## src/rtl/exunit_mul_pipe_if.sv

```systemverilog
// exunit_mul_pipe_if
//   Issue bus, branch-resolution bus and result bus of the pipelined
//   multiply unit.
//   master : the reservation station / branch unit side. It drives the
//            issued op and the branch resolution, and receives the result.
//   slave  : the multiply unit itself.
//   Issue   : issue, src1, src2, src1_signed, src2_signed, sel_lohi,
//             rrftag, dstval, spectag, specbit
//   Branch  : prmiss, prsuccess, prtag, specfixtag
//   Result  : rslt_valid, rslt, rslt_dst, rslt_we, kill_spec,
//             rslt_specbit, busy
interface exunit_mul_pipe_if #(
  parameter int DATA_LEN    = 32,
  parameter int RRF_SEL     = 6,
  parameter int SPECTAG_LEN = 5
);
  logic                   issue;
  logic [DATA_LEN-1:0]    src1;
  logic [DATA_LEN-1:0]    src2;
  logic                   src1_signed;
  logic                   src2_signed;
  logic                   sel_lohi;
  logic [RRF_SEL-1:0]     rrftag;
  logic                   dstval;
  logic [SPECTAG_LEN-1:0] spectag;
  logic                   specbit;
  logic                   prmiss;
  logic                   prsuccess;
  logic [SPECTAG_LEN-1:0] prtag;
  logic [SPECTAG_LEN-1:0] specfixtag;
  logic                   rslt_valid;
  logic [DATA_LEN-1:0]    rslt;
  logic [RRF_SEL-1:0]     rslt_dst;
  logic                   rslt_we;
  logic                   kill_spec;
  logic                   rslt_specbit;
  logic                   busy;

  modport master (
    output issue, src1, src2, src1_signed, src2_signed, sel_lohi, rrftag,
           dstval, spectag, specbit, prmiss, prsuccess, prtag, specfixtag,
    input  rslt_valid, rslt, rslt_dst, rslt_we, kill_spec, rslt_specbit, busy
  );

  modport slave (
    input  issue, src1, src2, src1_signed, src2_signed, sel_lohi, rrftag,
           dstval, spectag, specbit, prmiss, prsuccess, prtag, specfixtag,
    output rslt_valid, rslt, rslt_dst, rslt_we, kill_spec, rslt_specbit, busy
  );
endinterface

```

## src/rtl/exunit_mul_pipe.sv

```systemverilog
// exunit_mul_pipe
//   Pipelined 32x32 integer multiply (MUL/MULH/MULHSU/MULHU). One op per
//   cycle, no backpressure. Result appears 3 cycles after issue, or 4 when
//   the optional output register is built.
//   S1: sign/zero-extended 33-bit operands
//   S2: two partial products (low 16 bits of src2 unsigned, upper 17 bits
//       of the extended src2 signed)
//   S3: sum of partial products and lo/hi half select
// Ports
//   clk      : clock, rising edge
//   reset_n  : synchronous active-low reset; clears every stage
//   io       : exunit_mul_pipe_if.slave (issue, branch and result buses)
// Build option
//   MUL_OUT_REG_EN : when defined, adds an output register stage after S3.
//                    kill_spec / rslt_specbit keep their combinational
//                    flush terms on top of that register.
module exunit_mul_pipe #(
  parameter int DATA_LEN    = 32,
  parameter int RRF_SEL     = 6,
  parameter int SPECTAG_LEN = 5
) (
  input  logic            clk,
  input  logic            reset_n,
  exunit_mul_pipe_if.slave io
);
  localparam int XW = DATA_LEN + 1;   // extended operand width
  localparam int HW = DATA_LEN / 2;   // split point of src2
  localparam int PW = 2 * DATA_LEN;   // product bits we keep
`ifdef MUL_OUT_REG_EN
  localparam int NS = 4;
`else
  localparam int NS = 3;
`endif
  localparam int LS = NS - 1;         // stage that drives the outputs

  // Per-stage control metadata, index 0 = S1
  logic [NS-1:0]          valid_reg;
  logic [NS-1:0]          specbit_reg;
  logic [NS-1:0]          dstval_reg;
  logic [SPECTAG_LEN-1:0] spectag_reg [NS];
  logic [RRF_SEL-1:0]     tag_reg     [NS];

  // What each stage would capture before flush/success is applied
  logic [NS-1:0]          up_valid;
  logic [NS-1:0]          up_specbit;
  logic [NS-1:0]          up_dstval;
  logic [SPECTAG_LEN-1:0] up_spectag [NS];
  logic [RRF_SEL-1:0]     up_tag     [NS];
  logic [NS-1:0]          valid_next;
  logic [NS-1:0]          specbit_next;

  // A mispredict in the same cycle overrides a success
  logic branch_ok;
  assign branch_ok = io.prsuccess & ~io.prmiss;

  genvar gi;
  generate
    for (gi = 0; gi < NS; gi++) begin : g_stage
      if (gi == 0) begin : g_head
        assign up_valid[gi]   = io.issue;
        assign up_specbit[gi] = io.specbit;
        assign up_dstval[gi]  = io.dstval;
        assign up_spectag[gi] = io.spectag;
        assign up_tag[gi]     = io.rrftag;
      end else begin : g_link
        assign up_valid[gi]   = valid_reg[gi-1];
        assign up_specbit[gi] = specbit_reg[gi-1];
        assign up_dstval[gi]  = dstval_reg[gi-1];
        assign up_spectag[gi] = spectag_reg[gi-1];
        assign up_tag[gi]     = tag_reg[gi-1];
      end
      // Only speculative ops can be squashed
      assign valid_next[gi] = up_valid[gi] &
          ~(io.prmiss & up_specbit[gi] & (|(up_spectag[gi] & io.specfixtag)));
      assign specbit_next[gi] = up_specbit[gi] &
          ~(branch_ok & (up_spectag[gi] == io.prtag));
    end
  endgenerate

  always_ff @(posedge clk) begin
    if (!reset_n) begin
      valid_reg   <= '0;
      specbit_reg <= '0;
      dstval_reg  <= '0;
      for (int i = 0; i < NS; i++) begin
        spectag_reg[i] <= '0;
        tag_reg[i]     <= '0;
      end
    end else begin
      valid_reg   <= valid_next;
      specbit_reg <= specbit_next;
      dstval_reg  <= up_dstval;
      for (int i = 0; i < NS; i++) begin
        spectag_reg[i] <= up_spectag[i];
        tag_reg[i]     <= up_tag[i];
      end
    end
  end

  // Datapath
  logic [XW-1:0]       ext1_reg;
  logic [XW-1:0]       ext2_reg;
  logic                lohi_s1_reg;
  logic                lohi_s2_reg;
  logic [PW-1:0]       p0_reg;
  logic [PW-1:0]       p1_reg;
  logic [DATA_LEN-1:0] rslt_reg;

  logic [PW-1:0]       mul_a;
  logic [PW-1:0]       mul_blo;
  logic [PW-1:0]       mul_bhi;
  logic [PW-1:0]       prod;
  logic [DATA_LEN-1:0] rslt_next;

  // Operands are sign-extended to the full product width so that a plain
  // modulo-2^PW multiply yields the correct two's complement partial sums.
  assign mul_a   = {{(PW-XW){ext1_reg[XW-1]}}, ext1_reg};
  assign mul_blo = {{(PW-HW){1'b0}}, ext2_reg[HW-1:0]};
  assign mul_bhi = {{(PW-XW+HW){ext2_reg[XW-1]}}, ext2_reg[XW-1:HW]};

  assign prod      = p0_reg + (p1_reg << HW);
  assign rslt_next = lohi_s2_reg ? prod[PW-1:DATA_LEN] : prod[DATA_LEN-1:0];

  always_ff @(posedge clk) begin
    if (!reset_n) begin
      ext1_reg    <= '0;
      ext2_reg    <= '0;
      lohi_s1_reg <= 1'b0;
      lohi_s2_reg <= 1'b0;
      p0_reg      <= '0;
      p1_reg      <= '0;
      rslt_reg    <= '0;
    end else begin
      ext1_reg    <= {io.src1_signed & io.src1[DATA_LEN-1], io.src1};
      ext2_reg    <= {io.src2_signed & io.src2[DATA_LEN-1], io.src2};
      lohi_s1_reg <= io.sel_lohi;
      lohi_s2_reg <= lohi_s1_reg;
      p0_reg      <= mul_a * mul_blo;
      p1_reg      <= mul_a * mul_bhi;
      rslt_reg    <= rslt_next;
    end
  end

`ifdef MUL_OUT_REG_EN
  logic [DATA_LEN-1:0] rslt_out_reg;
  always_ff @(posedge clk) begin
    if (!reset_n) begin
      rslt_out_reg <= '0;
    end else begin
      rslt_out_reg <= rslt_reg;
    end
  end
  assign io.rslt = rslt_out_reg;
`else
  assign io.rslt = rslt_reg;
`endif

  assign io.rslt_valid   = valid_reg[LS];
  assign io.rslt_dst     = tag_reg[LS];
  assign io.rslt_we      = valid_reg[LS] & dstval_reg[LS];
  assign io.busy         = |valid_reg;
  // Same-cycle view of a flush/success on the op currently at the output
  assign io.kill_spec    = valid_reg[LS] & specbit_reg[LS] & io.prmiss &
                           (|(spectag_reg[LS] & io.specfixtag));
  assign io.rslt_specbit = valid_reg[LS] & specbit_reg[LS] &
                           ~(branch_ok & (spectag_reg[LS] == io.prtag));
endmodule
```

## src/flat_wrapper.sv

```systemverilog
// flat-port wrapper written by rule: the top's interface ports become plain ports
module exunit_mul_pipe_flat 
#(
  parameter int DATA_LEN    = 32,
  parameter int RRF_SEL     = 6,
  parameter int SPECTAG_LEN = 5
)
  (clk, reset_n, io_issue, io_src1, io_src2, io_src1_signed, io_src2_signed, io_sel_lohi, io_rrftag, io_dstval, io_spectag, io_specbit, io_prmiss, io_prsuccess, io_prtag, io_specfixtag, io_rslt_valid, io_rslt, io_rslt_dst, io_rslt_we, io_kill_spec, io_rslt_specbit, io_busy);
  exunit_mul_pipe_if #(.DATA_LEN(DATA_LEN), .RRF_SEL(RRF_SEL), .SPECTAG_LEN(SPECTAG_LEN)) io_i ();
  input  logic clk;
  input  logic reset_n;
  input wire logic [$bits(io_i.issue)-1:0] io_issue;
  input wire logic [$bits(io_i.src1)-1:0] io_src1;
  input wire logic [$bits(io_i.src2)-1:0] io_src2;
  input wire logic [$bits(io_i.src1_signed)-1:0] io_src1_signed;
  input wire logic [$bits(io_i.src2_signed)-1:0] io_src2_signed;
  input wire logic [$bits(io_i.sel_lohi)-1:0] io_sel_lohi;
  input wire logic [$bits(io_i.rrftag)-1:0] io_rrftag;
  input wire logic [$bits(io_i.dstval)-1:0] io_dstval;
  input wire logic [$bits(io_i.spectag)-1:0] io_spectag;
  input wire logic [$bits(io_i.specbit)-1:0] io_specbit;
  input wire logic [$bits(io_i.prmiss)-1:0] io_prmiss;
  input wire logic [$bits(io_i.prsuccess)-1:0] io_prsuccess;
  input wire logic [$bits(io_i.prtag)-1:0] io_prtag;
  input wire logic [$bits(io_i.specfixtag)-1:0] io_specfixtag;
  output wire logic [$bits(io_i.rslt_valid)-1:0] io_rslt_valid;
  output wire logic [$bits(io_i.rslt)-1:0] io_rslt;
  output wire logic [$bits(io_i.rslt_dst)-1:0] io_rslt_dst;
  output wire logic [$bits(io_i.rslt_we)-1:0] io_rslt_we;
  output wire logic [$bits(io_i.kill_spec)-1:0] io_kill_spec;
  output wire logic [$bits(io_i.rslt_specbit)-1:0] io_rslt_specbit;
  output wire logic [$bits(io_i.busy)-1:0] io_busy;
  assign io_i.issue = io_issue;
  assign io_i.src1 = io_src1;
  assign io_i.src2 = io_src2;
  assign io_i.src1_signed = io_src1_signed;
  assign io_i.src2_signed = io_src2_signed;
  assign io_i.sel_lohi = io_sel_lohi;
  assign io_i.rrftag = io_rrftag;
  assign io_i.dstval = io_dstval;
  assign io_i.spectag = io_spectag;
  assign io_i.specbit = io_specbit;
  assign io_i.prmiss = io_prmiss;
  assign io_i.prsuccess = io_prsuccess;
  assign io_i.prtag = io_prtag;
  assign io_i.specfixtag = io_specfixtag;
  assign io_rslt_valid = io_i.rslt_valid;
  assign io_rslt = io_i.rslt;
  assign io_rslt_dst = io_i.rslt_dst;
  assign io_rslt_we = io_i.rslt_we;
  assign io_kill_spec = io_i.kill_spec;
  assign io_rslt_specbit = io_i.rslt_specbit;
  assign io_busy = io_i.busy;
  exunit_mul_pipe #(.DATA_LEN(DATA_LEN), .RRF_SEL(RRF_SEL), .SPECTAG_LEN(SPECTAG_LEN)) u_core (.clk(clk), .reset_n(reset_n), .io(io_i));
endmodule
```

## config.mk

```make
export PLATFORM = sky130hd
export DESIGN_NAME = exunit_mul_pipe_flat
export DESIGN_NICKNAME = d
export VERILOG_FILES = /design/src/rtl/exunit_mul_pipe_if.sv /design/src/rtl/exunit_mul_pipe.sv /design/src/flat_wrapper.sv
export SDC_FILE = /design/constraint.sdc
export NUM_CORES = 2
export LEC_CHECK = 0
export ABC_AREA = 1
export ABC_CLOCK_PERIOD_IN_PS = 17900
export BUFFER_PORTS_ARGS = -buffer_cell sky130_fd_sc_hd__buf_2
export CORE_MARGIN = 5
export CORE_UTILIZATION = 40
export DETAILED_ROUTE_END_ITERATION = 8
export SKIP_CTS_REPAIR_TIMING = 1
export SLEW_MARGIN = 20
export SYNTH_ARGS = -nofsm -noshare
export SYNTH_HDL_FRONTEND = slang
export SYNTH_SLANG_ARGS = --single-unit
```

## constraint.sdc

```tcl
create_clock -name clk -period 17.9 [get_ports clk]
set_clock_uncertainty 0.15 [all_clocks]
set_input_delay 0.895 -clock clk [delete_from_list [all_inputs] [get_ports clk]]
set_output_delay 0.895 -clock clk [all_outputs]
set_load 0.05 [all_outputs]
```

==> out/qor.yml <==
run_status:
  status: "complete, no violations"
cts:
  clockRootBuffer: "clkbuf_16"
  cts_tree: "built"
  cts_max_path_buffers: 3
  cts_buffers: 36
  clk_pin_slew_ns: 0.07
  clk_latency_ns: 0.62
  htreeDepth: 2
  clock_sinks: 240
logic_synthesis:
  synth.largest_area_cell: "fa_1"
  synth_commonest_cells: "inv_1, nand2_1, fa_1"
  synth_top_area_frac: 0.3992
  ys_ff_latch: 240
  ys_warn_count: 0
  seq_area_frac_synth: 0.09338
  synth-edff-count: 0
  syn_avg_cell_area_um2: 7.236
  netlist_area_um2: 51450
  synth_nets: 8512
  synth_area_leaders: "fa_1, inv_1, nand2_1"
  synth.most_common_cell: "inv_1"
  async_flop_share: 0
  synthFlopType: "dfxtp_1"
  yosys.cell_types.count: 47
  syn_inst: 7111
global_route:
  grt_pass1_vias: 45320
  globalRoute.totalOverflow: 0
  track_usage: 0.2429
  grt_max_degree: 67
  grt_pass1_wl_mm: 257.7
  grt_antenna_before_repair: 0
detailed_routing:
  routed_wl_mm: 161.1
  ant_nets: 0
  drc: 0
  vias_per_cell: 4.845
  firstDrtPassIters: 5
  dr.first_iter.drc_count: 2522
  routedWlPerCell_um: 18.44
  via_count: 42320
worst_setup_path:
  cp_top_family: "adder cells"
  worstPathArrival_ns: 7.39
  r2r_end: "u_core.p1_reg[23]"
  worstPathBufferInverterCount: 5
  crit_chain: "buf_4 > nand2_1 > fa_1 > fa_1 > fa_1 > inv_1 > fa_1 > fa_1 > inv_1 > fa_1 > inv_1 > ha_1 > a21oi_1 > o21ai_0 > a21oi_1 > nand2_1 > inv_2 > o21ai_1 > nand2_1 > nand2_1 > nor2_1"
  worst-r2r-setup-slack_ns: 10.81
  cp_num_cells: 21
  max_stage_delay_ns: 1.06
  setup.worst_path.end_class: "flip-flop"
  path_class: "flip-flop to flip-flop"
  ff2ff_path_depth: 21
  crit_slowest_cell: "dfxtp_1"
  rr_startpoint: "u_core.ext1_reg[13]"
  crit_top_cell: "fa_1"
  cp-start-kind: "flip-flop"
  worstPathMaxFanout: 18
  required_ns: 18.21
sta:
  finalCriticalPeriod_ns: 7.086
  fin_tns_setup_ns: 0
  setup_violations: 0
  slew_violations: 0
  max_freq_mhz: 141.1
  grt_setup_unrepaired: "no"
  finalHoldViolCount: 0
  tightest_slew_ns: 1.113
  fin_crit_sh: 0.3959
  relSlewSlack: 0.2573
placed_design:
  dpl.hpwl_mm: 129.5
  placed_cells: 8667
  placed_cell_area_um2: 53520
  gp_congestion: 0.9363
  io_buffers: 137
floorplanning:
  die-area_um2: 135900
  start_util: 0.4030
  die_x_um: 368.7
  row_count: 131
  die_h_um: 368.7
  num_io_pins: 138
  core_region_area_um2: 127700
flow_run:
  drv_cap: 0
pwr:
  totalPowerFinal_mw: 4.557
  power_density_nw_per_um2: 83.27
  peakVddDrop_v: 0.00007132
  leakagePower_nw: 32.26
final_layout:
  final_area_um2: 54730
  stdcell_count: 8734
  largest_reg_flops: 50
  syn2layout_area_growth_pct: 6.364
  multiInputGateArea_um2: 37430
  final_nets: 8444
  seq_area_um2: 4825
  postLayoutCoreUtil: 0.4286
  layout-drive-gt1-share: 0.05913
  fillers: 13230
worst_hold_path:
  hold_depth: 2
  hp-class: "flip-flop to flip-flop"
  worstHoldStart: "u_core.tag_reg[0][0]"
  min_to: "u_core.tag_reg[0][6]"
cells in the final DEF (no fill, tap or decap), drive strengths merged, types with 8 or more instances in the layout:
master	instances
a21o	15
a21oi	226
buf	195
clkbuf	43
clkinv	10
dfxtp	240
fa	1026
ha	280
inv	2150
nand2	1990
nand3	146
nand4	30
nor2	428
nor3	32
o21a	20
o21ai	128
o21bai	24
or2	8
xnor2	18
xor2	18
cell families (layout without fill, tap and decap cells):
family | Yosys count | count (layout) | synth area share
buffers and inverters | 2446 | 2404 | 0.1791
adder cells (fa/ha/maj) | 1306 | 1306 | 0.4673
other | 0 | 3 | 0
AO/OA/AOI/OAI | 438 | 438 | 0.04759
XOR/XNOR | 36 | 36 | 0.006128
AND/OR/NAND/NOR | 2645 | 2645 | 0.2066
flip-flops | 240 | 240 | 0.09338
tightest hold or removal path, stage by stage (launching register included):
cell and delay, ns:
dfxtp_1 0.30, nand2_1 0.04, inv_1 0.04
area by class of cell:
class                      instances  share of cell area
multi-input combinational       4425              0.6840
inverter                        2145              0.1471
sequential                       240             0.08816
tap                             1662             0.03800
timing repair buffer             195             0.02060
clock buffer                      43             0.01767
clock inverter                    21            0.004298
antenna                            3           0.0001372
worst max-delay path by stage:
stage	startpoint	end	slack (ns)
3_5_place_dp	u_core.ext1_reg[13]	u_core.p1_reg[21]	10.99
5_1_grt	u_core.ext1_reg[13]	u_core.p1_reg[23]	10.65
2_1_floorplan	u_core.ext2_reg[5]	u_core.p0_reg[62]	12.17
4_1_cts	u_core.ext1_reg[13]	u_core.p1_reg[21]	10.94
6_report	u_core.ext1_reg[13]	u_core.p1_reg[23]	10.81
3_3_place_gp	u_core.ext1_reg[13]	u_core.p1_reg[21]	10.99
routing by layer:
metal,track usage,vias up,part of all wire
met1,0.3187,20970,0.43
met3,0.03198,293,0.054
li1,-,19860,-
met4,0.08130,0,0.037
met2,0.4159,1200,0.48
met5,0,-,0
stage by stage:
step / hold WS (ns) / setup slack [ns]
after detailed placement: 0.2464 / 10.99
final: 0.2558 / 10.81
after global routing: 0.2844 / 10.65
after global placement: 0.2426 / 10.99
after floorplan: 0.2405 / 12.17
after CTS: 0.2578 / 10.94
report_power, final:
group / total (mW) / internal (mW) / switching (mW)
Sequential: 0.788 / 0.646 / 0.142
Combinational: 3.02 / 0.958 / 2.06
Clock: 0.752 / 0.425 / 0.328
No activity file was read; power rests on OpenSTA's default activity.
